===== config.mk =====
export PLATFORM = sky130hd
export DESIGN_NAME = nabp_angle_sequencer
export DESIGN_NICKNAME = d
export VERILOG_FILES = /design/src/rtl/nabp_mode_pkg.sv /design/src/rtl/nabp_sector_decode.sv /design/src/rtl/nabp_angle_sequencer.sv
export SDC_FILE = /design/constraint.sdc
export NUM_CORES = 1
export LEC_CHECK = 0
export ABC_CLOCK_PERIOD_IN_PS = 5500
export CORE_MARGIN = 4
export CORE_UTILIZATION = 34
export DETAILED_ROUTE_END_ITERATION = 7
export PLACE_DENSITY = 0.57
export SLEW_MARGIN = 30
export SYNTH_ARGS = -nofsm -noshare
export SYNTH_HDL_FRONTEND = slang
export SYNTH_SLANG_ARGS = --single-unit

===== constraint.sdc =====
create_clock -name clk -period 5.5 [get_ports clk]
set_input_delay 1.1 -clock clk [delete_from_list [all_inputs] [get_ports clk]]
set_output_delay 1.1 -clock clk [all_outputs]
set_load 0.01 [all_outputs]

===== src/rtl/nabp_mode_pkg.sv =====
// Shared types for the NABP angle sequencer: sector/mode encodings, FSM states
// and sector threshold positions expressed in quarters of the 180-degree code.
package nabp_mode_pkg;

    localparam int unsigned ANGLE_180_DEFAULT = 180;

    // Sector boundaries as multiples of ANGLE_180/4
    localparam int unsigned SECTOR_B_QUARTERS = 1;
    localparam int unsigned SECTOR_C_QUARTERS = 2;
    localparam int unsigned SECTOR_D_QUARTERS = 3;

    typedef enum logic [1:0] {
        SECTOR_A = 2'd0,
        SECTOR_B = 2'd1,
        SECTOR_C = 2'd2,
        SECTOR_D = 2'd3
    } sector_t;

    typedef enum logic {
        SCAN_X = 1'b0,
        SCAN_Y = 1'b1
    } scan_mode_t;

    typedef enum logic {
        SCAN_FORWARD  = 1'b0,
        SCAN_BACKWARD = 1'b1
    } scan_direction_t;

    typedef enum logic {
        BUFF_STEP_TAN = 1'b0,
        BUFF_STEP_COT = 1'b1
    } buff_step_mode_t;

    typedef enum logic {
        BUFF_STEP_ASCENDING  = 1'b0,
        BUFF_STEP_DESCENDING = 1'b1
    } buff_step_direction_t;

    typedef enum logic [1:0] {
        ST_IDLE   = 2'd0,
        ST_RUN    = 2'd1,
        ST_FLUSH  = 2'd2,
        ST_FINISH = 2'd3
    } state_t;

endpackage


===== src/rtl/nabp_sector_decode.sv =====
// Combinational angle-to-sector decode producing the four scan/buffer mode bits.
module nabp_sector_decode
    import nabp_mode_pkg::*;
#(
    parameter int unsigned ANGLE_WIDTH = 9,
    parameter int unsigned ANGLE_180   = ANGLE_180_DEFAULT
) (
    input  logic [ANGLE_WIDTH-1:0] angle_i,
    output sector_t                sector_o,
    output scan_mode_t             scan_mode_o,
    output scan_direction_t        scan_direction_o,
    output buff_step_mode_t        buff_step_mode_o,
    output buff_step_direction_t   buff_step_direction_o
);

    localparam logic [ANGLE_WIDTH-1:0] TH_B = ANGLE_WIDTH'((ANGLE_180 * SECTOR_B_QUARTERS) / 4);
    localparam logic [ANGLE_WIDTH-1:0] TH_C = ANGLE_WIDTH'((ANGLE_180 * SECTOR_C_QUARTERS) / 4);
    localparam logic [ANGLE_WIDTH-1:0] TH_D = ANGLE_WIDTH'((ANGLE_180 * SECTOR_D_QUARTERS) / 4);

    always_comb begin
        sector_o = SECTOR_D;
        if (angle_i < TH_B) begin
            sector_o = SECTOR_A;
        end else if (angle_i < TH_C) begin
            sector_o = SECTOR_B;
        end else if (angle_i < TH_D) begin
            sector_o = SECTOR_C;
        end
    end

    always_comb begin
        scan_mode_o           = SCAN_X;
        scan_direction_o      = SCAN_BACKWARD;
        buff_step_mode_o      = BUFF_STEP_TAN;
        buff_step_direction_o = BUFF_STEP_DESCENDING;
        if (sector_o == SECTOR_B || sector_o == SECTOR_C) begin
            scan_mode_o      = SCAN_Y;
            buff_step_mode_o = BUFF_STEP_COT;
        end
        if (sector_o == SECTOR_A || sector_o == SECTOR_B) begin
            scan_direction_o = SCAN_FORWARD;
        end
        if (sector_o == SECTOR_A) begin
            buff_step_direction_o = BUFF_STEP_ASCENDING;
        end
    end

endmodule


===== src/rtl/nabp_angle_sequencer.sv =====
// Sequences a run of projection angles (start, step, count) wrapping at 180 degrees,
// one registered sector/mode beat per angle. NABP_SECTOR_FLUSH_EN adds a flush stall.
module nabp_angle_sequencer
    import nabp_mode_pkg::*;
#(
    parameter int unsigned ANGLE_WIDTH = 9,
    parameter int unsigned ANGLE_180   = ANGLE_180_DEFAULT,
    parameter int unsigned COUNT_WIDTH = 10
) (
    input  logic                   clk,
    input  logic                   reset,
    input  logic                   start,
    input  logic [ANGLE_WIDTH-1:0] angle_start,
    input  logic [ANGLE_WIDTH-1:0] angle_step,
    input  logic [COUNT_WIDTH-1:0] angle_count,
    output logic                   out_valid,
    input  logic                   out_ready,
    output logic [ANGLE_WIDTH-1:0] angle,
    output logic [1:0]             sector,
    output logic                   scan_mode,
    output logic                   scan_direction,
    output logic                   buff_step_mode,
    output logic                   buff_step_direction,
    output logic                   first,
    output logic                   last,
    output logic                   sector_change,
`ifdef NABP_SECTOR_FLUSH_EN
    output logic                   flush_req,
    input  logic                   flush_ack,
`endif
    output logic                   busy,
    output logic                   done
);

    localparam logic [ANGLE_WIDTH:0] A180_W = (ANGLE_WIDTH+1)'(ANGLE_180);

    state_t                 state_q, state_d;
    logic [ANGLE_WIDTH-1:0] angle_q, angle_d;
    logic [ANGLE_WIDTH-1:0] step_q, step_d;
    logic [COUNT_WIDTH-1:0] remaining_q, remaining_d;
    logic                   first_q, first_d;
    logic                   last_q, last_d;
    logic                   sc_q, sc_d;
    sector_t                sector_q, sector_d;
    scan_mode_t             scan_mode_q, scan_mode_d;
    scan_direction_t        scan_dir_q, scan_dir_d;
    buff_step_mode_t        buff_mode_q, buff_mode_d;
    buff_step_direction_t   buff_dir_q, buff_dir_d;

    sector_t                dec_sector;
    scan_mode_t             dec_scan_mode;
    scan_direction_t        dec_scan_dir;
    buff_step_mode_t        dec_buff_mode;
    buff_step_direction_t   dec_buff_dir;

    logic [ANGLE_WIDTH:0]   sum_w;
    logic [ANGLE_WIDTH-1:0] next_angle_w;
    logic                   load_beat;

    assign sum_w        = {1'b0, angle_q} + {1'b0, step_q};
    assign next_angle_w = (sum_w >= A180_W) ? ANGLE_WIDTH'(sum_w - A180_W) : sum_w[ANGLE_WIDTH-1:0];

    // Decode sits on angle_d so mode bits are registered alongside the angle
    nabp_sector_decode #(
        .ANGLE_WIDTH (ANGLE_WIDTH),
        .ANGLE_180   (ANGLE_180)
    ) u_decode (
        .angle_i               (angle_d),
        .sector_o              (dec_sector),
        .scan_mode_o           (dec_scan_mode),
        .scan_direction_o      (dec_scan_dir),
        .buff_step_mode_o      (dec_buff_mode),
        .buff_step_direction_o (dec_buff_dir)
    );

    always_comb begin
        state_d     = state_q;
        angle_d     = angle_q;
        step_d      = step_q;
        remaining_d = remaining_q;
        first_d     = first_q;
        last_d      = last_q;
        sc_d        = sc_q;
        load_beat   = 1'b0;
        unique case (state_q)
            ST_IDLE: begin
                if (start) begin
                    if (angle_count != '0) begin
                        state_d     = ST_RUN;
                        angle_d     = angle_start;
                        step_d      = angle_step;
                        remaining_d = angle_count;
                        first_d     = 1'b1;
                        last_d      = (angle_count == COUNT_WIDTH'(1));
                        sc_d        = 1'b0;
                        load_beat   = 1'b1;
                    end else begin
                        state_d = ST_FINISH;
                    end
                end
            end
            ST_RUN: begin
                if (out_ready) begin
                    if (last_q) begin
                        state_d = ST_FINISH;
                    end else begin
                        angle_d     = next_angle_w;
                        remaining_d = remaining_q - COUNT_WIDTH'(1);
                        first_d     = 1'b0;
                        last_d      = (remaining_q == COUNT_WIDTH'(2));
                        sc_d        = (dec_sector != sector_q);
                        load_beat   = 1'b1;
`ifdef NABP_SECTOR_FLUSH_EN
                        if (dec_sector != sector_q) begin
                            state_d = ST_FLUSH;
                        end
`endif
                    end
                end
            end
            ST_FLUSH: begin
`ifdef NABP_SECTOR_FLUSH_EN
                if (flush_ack) begin
                    state_d = ST_RUN;
                end
`else
                state_d = ST_IDLE;
`endif
            end
            ST_FINISH: state_d = ST_IDLE;
            default:   state_d = ST_IDLE;
        endcase
    end

    always_comb begin
        sector_d    = sector_q;
        scan_mode_d = scan_mode_q;
        scan_dir_d  = scan_dir_q;
        buff_mode_d = buff_mode_q;
        buff_dir_d  = buff_dir_q;
        if (load_beat) begin
            sector_d    = dec_sector;
            scan_mode_d = dec_scan_mode;
            scan_dir_d  = dec_scan_dir;
            buff_mode_d = dec_buff_mode;
            buff_dir_d  = dec_buff_dir;
        end
    end

    always_ff @(posedge clk) begin
        if (reset) begin
            state_q     <= ST_IDLE;
            angle_q     <= '0;
            step_q      <= '0;
            remaining_q <= '0;
            first_q     <= 1'b0;
            last_q      <= 1'b0;
            sc_q        <= 1'b0;
            sector_q    <= SECTOR_A;
            scan_mode_q <= SCAN_X;
            scan_dir_q  <= SCAN_FORWARD;
            buff_mode_q <= BUFF_STEP_TAN;
            buff_dir_q  <= BUFF_STEP_ASCENDING;
        end else begin
            state_q     <= state_d;
            angle_q     <= angle_d;
            step_q      <= step_d;
            remaining_q <= remaining_d;
            first_q     <= first_d;
            last_q      <= last_d;
            sc_q        <= sc_d;
            sector_q    <= sector_d;
            scan_mode_q <= scan_mode_d;
            scan_dir_q  <= scan_dir_d;
            buff_mode_q <= buff_mode_d;
            buff_dir_q  <= buff_dir_d;
        end
    end

    assign out_valid           = (state_q == ST_RUN);
    assign busy                = (state_q != ST_IDLE);
    assign done                = (state_q == ST_FINISH);
    assign angle               = angle_q;
    assign sector              = sector_q;
    assign scan_mode           = scan_mode_q;
    assign scan_direction      = scan_dir_q;
    assign buff_step_mode      = buff_mode_q;
    assign buff_step_direction = buff_dir_q;
    assign first               = first_q;
    assign last                = last_q;
    assign sector_change       = sc_q;
`ifdef NABP_SECTOR_FLUSH_EN
    assign flush_req           = (state_q == ST_FLUSH);
`endif

endmodule


==> run metrics <==
status completed; Non-Filler Instances 485; clock slew at reported path FFs 70 ps; TritonCTS clock tree yes; fin util 45.5%; initial core utilization 35.6%; Max-cap violations 0; die footprint 9180 sq um; post-synthesis cell count 337; Area Overhead vs Synth 27.9%; Worst path slowest cell clkdlybuf4s50_1; GR Util met1 24.8%; Setup TNS 0 ps; Total Routed Length 7.51 mm; hold crit path type reg -> reg; initial antenna violation count 0; part of the power in registers 35.0%; final slew viol count 0; GRT Overall Usage 16.5%; DR pass1 iterations 4; YS warnings 0; GPL Wtd Cong 0.933; Post-synth ARST share 0%; crit path launch type primary input; Most Crowded Layer GR met1; clock share of power 27.7%; Top FF cell, synth dfxtp_1; final hold vios 0; core area 7370 sq um; # IOs 53; sw frac 34.7%; worst r2r path cells 18; GR met3 Demand/Resource under 10%; RSZ-0062 raised after global routing false; Post-Syn Area roughly 2600 sq um; Synth Register Bits 37; Clock Path Buffers 2; drt drc 0; Max IR drop VDD around 130 uV; Worst EP required 5670 ps; 1st-iter DRT viols 168; crit share post-route 78.5%; crit path max fanout 10; Worst setup EP type flop; vias per cell roughly 5.3; internal power 592 uW; largest net degree at the start of global routing 40; ANT cells 0; Crit Path Category in -> reg; Worst Skew 9.67 ps; total CTS buffers 5; vias in the first global route about 2,300; Mapped Nets 384; clk root buf clkbuf_8; WP data arrival 4480 ps; count of final setup violators 0; post-CTS setup buffer count 0; DP HPWL around 5.7 mm; Final ANT Viol Nets 0; Worst-Margin Slew about 600 ps; Min-Delay Path Depth 2; Logic pwr share 37.3%; post-synthesis sequential area ratio 28.2%; Vias 2,558; CTS resizes 0; Pwr per Cell Area 270 nW/um^2; Placed Cells between 400 and 500; row cnt 31; I/O Buffers 52; number of flops mapped to enable cells by yosys 0; WHS 463 ps; P_leak 1.27 nW; FMAX 232 MHz; post-DR wirelength/cell 15.5 um; minimum clock period around 4300 ps; Num Clock Sinks 37; Yosys cell types 67; Clk Latency, worst-skew pair 300 ps; Slew headroom 60.6%; Worst path most repeated cell a31oi_1; Die Width 95.8 um; syn_area_per_cell 7.78 sq um; Hold-fix buffers, CTS 0; CP peak stage delay around 430 ps; met2 Track Usage GR 24.6%; CP Cell Sequence clkdlybuf4s50_1, nor4_1, nand4b_1, and2_1, a221o_1, a31oi_1, o21bai_1, o311a_1, a31oi_1, nor4b_2, ha_1, nand2_1, a21oi_1; chip height 95.8 um; final global-route overflow total 0; first-pass GRT wire length 11.9 mm; H-tree Lvls 2; nets@finish 432; net switching power 314 uW; layout cells sized above 1 approximately 8.5%
## per-layer routing
layer	up-vias	wire length (um)	share of wire [%]
met5	-	0	0
met4	0	82	1.1
met3	6	363	4.8
met2	69	3190	42
met1	1153	3880	52
li1	1330	-	-
## placed cells by master (no fill, tap or decap), drive strengths merged, types with 5 or more instances in the layout
cell type / count
inv: 10
clkdlybuf4s50: 52
a211oi: 12
nor2: 42
dfxtp: 37
o31ai: 5
a21oi: 34
buf: 6
xnor2: 7
nor2b: 6
nor3: 7
nand2b: 5
ha: 14
nand2: 46
clkbuf: 7
a31oi: 7
o21ai: 21
nand3: 9
## Yosys cell counts (all sizes together) (5+ instances only)
library cell / n / share of area (%)
a211oi: 12 / 4.7
nor3: 7 / 1.5
a21oi: 34 / 6.6
dfxtp: 37 / 28
o21ai: 21 / 4.9
a31oi: 7 / 1.7
nand2: 46 / 6.6
nand2b: 5 / 1.2
xnor2: 7 / 2.3
nor2: 42 / 6.3
buf: 6 / 1.3
clkbuf: 11 / 1.6
inv: 10 / 1.4
nand3: 9 / 1.7
ha: 14 / 6.7
o31ai: 5 / 2.1
nor2b: 6 / 1.4
## final timing paths
path              slack, ps              startpoint                     endpoint
setup / recovery       1180          angle_count[6]  buff_step_mode$_SDFFE_PP0P_
setup reg to reg       1360     angle[1]$_SDFF_PP0_  buff_step_mode$_SDFFE_PP0P_
hold reg to reg         460  step_q[2]$_SDFFE_PP0P_       step_q[2]$_SDFFE_PP0P_
hold / removal          460  step_q[2]$_SDFFE_PP0P_       step_q[2]$_SDFFE_PP0P_
## worst max-delay path: cells and delay by family
| kind | cells | cell delay, ps |
|---|---|---|
| simple gates | 5 | 1510 |
| compound gates | 6 | 1140 |
| buf+inv | 1 | 430 |
| fa+ha+maj | 1 | 300 |
## final cells by class
class                      instances  area [sq um]
fill                             757          4020
clock inverter                     1          30.0
clock buffer                       7          86.3
tap                               99           124
timing repair buffer              58           566
multi-input combinational        272          1770
sequential                        37           741
inverter                          11          41.3
## registers in the layout, summed over array words and instances, names as in the netlist
signal / cells
angle: 9
buff_step_direction: 1
buff_step_mode: 1
first: 1
last: 1
remaining_q: 10
sector: 2
sector_change: 1
state_q: 2
step_q: 9
## per-stage QoR
stage               power, mW  worst slack, ps  instance area (sq um)
CTS                     0.911             1170                   3350
global placement        0.660              972                   3240
global route            0.960              829                   3350
finish                  0.906             1180                   3350
floorplan               0.547             1760                   2620
detailed placement      0.660              874                   3240
## cell families (layout without fill, tap and decap cells)
group	after synthesis	in the layout	synth area share [%]
adders and majority gates	15	15	7.44
DFF	37	37	28.2
and+or+nand+nor	136	136	24.8
AOI/OAI and AO/OA	108	108	30.5
muxes	4	4	1.53
buffers and inverters	28	77	4.44
xor gates and xnor gates	9	9	3.01
## power by group through the flow
stage | combinational, mW | clock [mW] | sequential [mW]
6_report | 0.338 | 0.251 | 0.317
5_1_grt | 0.376 | 0.263 | 0.321
4_1_cts | 0.338 | 0.255 | 0.317
3_5_place_dp | 0.337 | 0 | 0.324
3_3_place_gp | 0.336 | 0 | 0.323
2_1_floorplan | 0.225 | 0 | 0.322
Power figures use the tool's default switching activity.
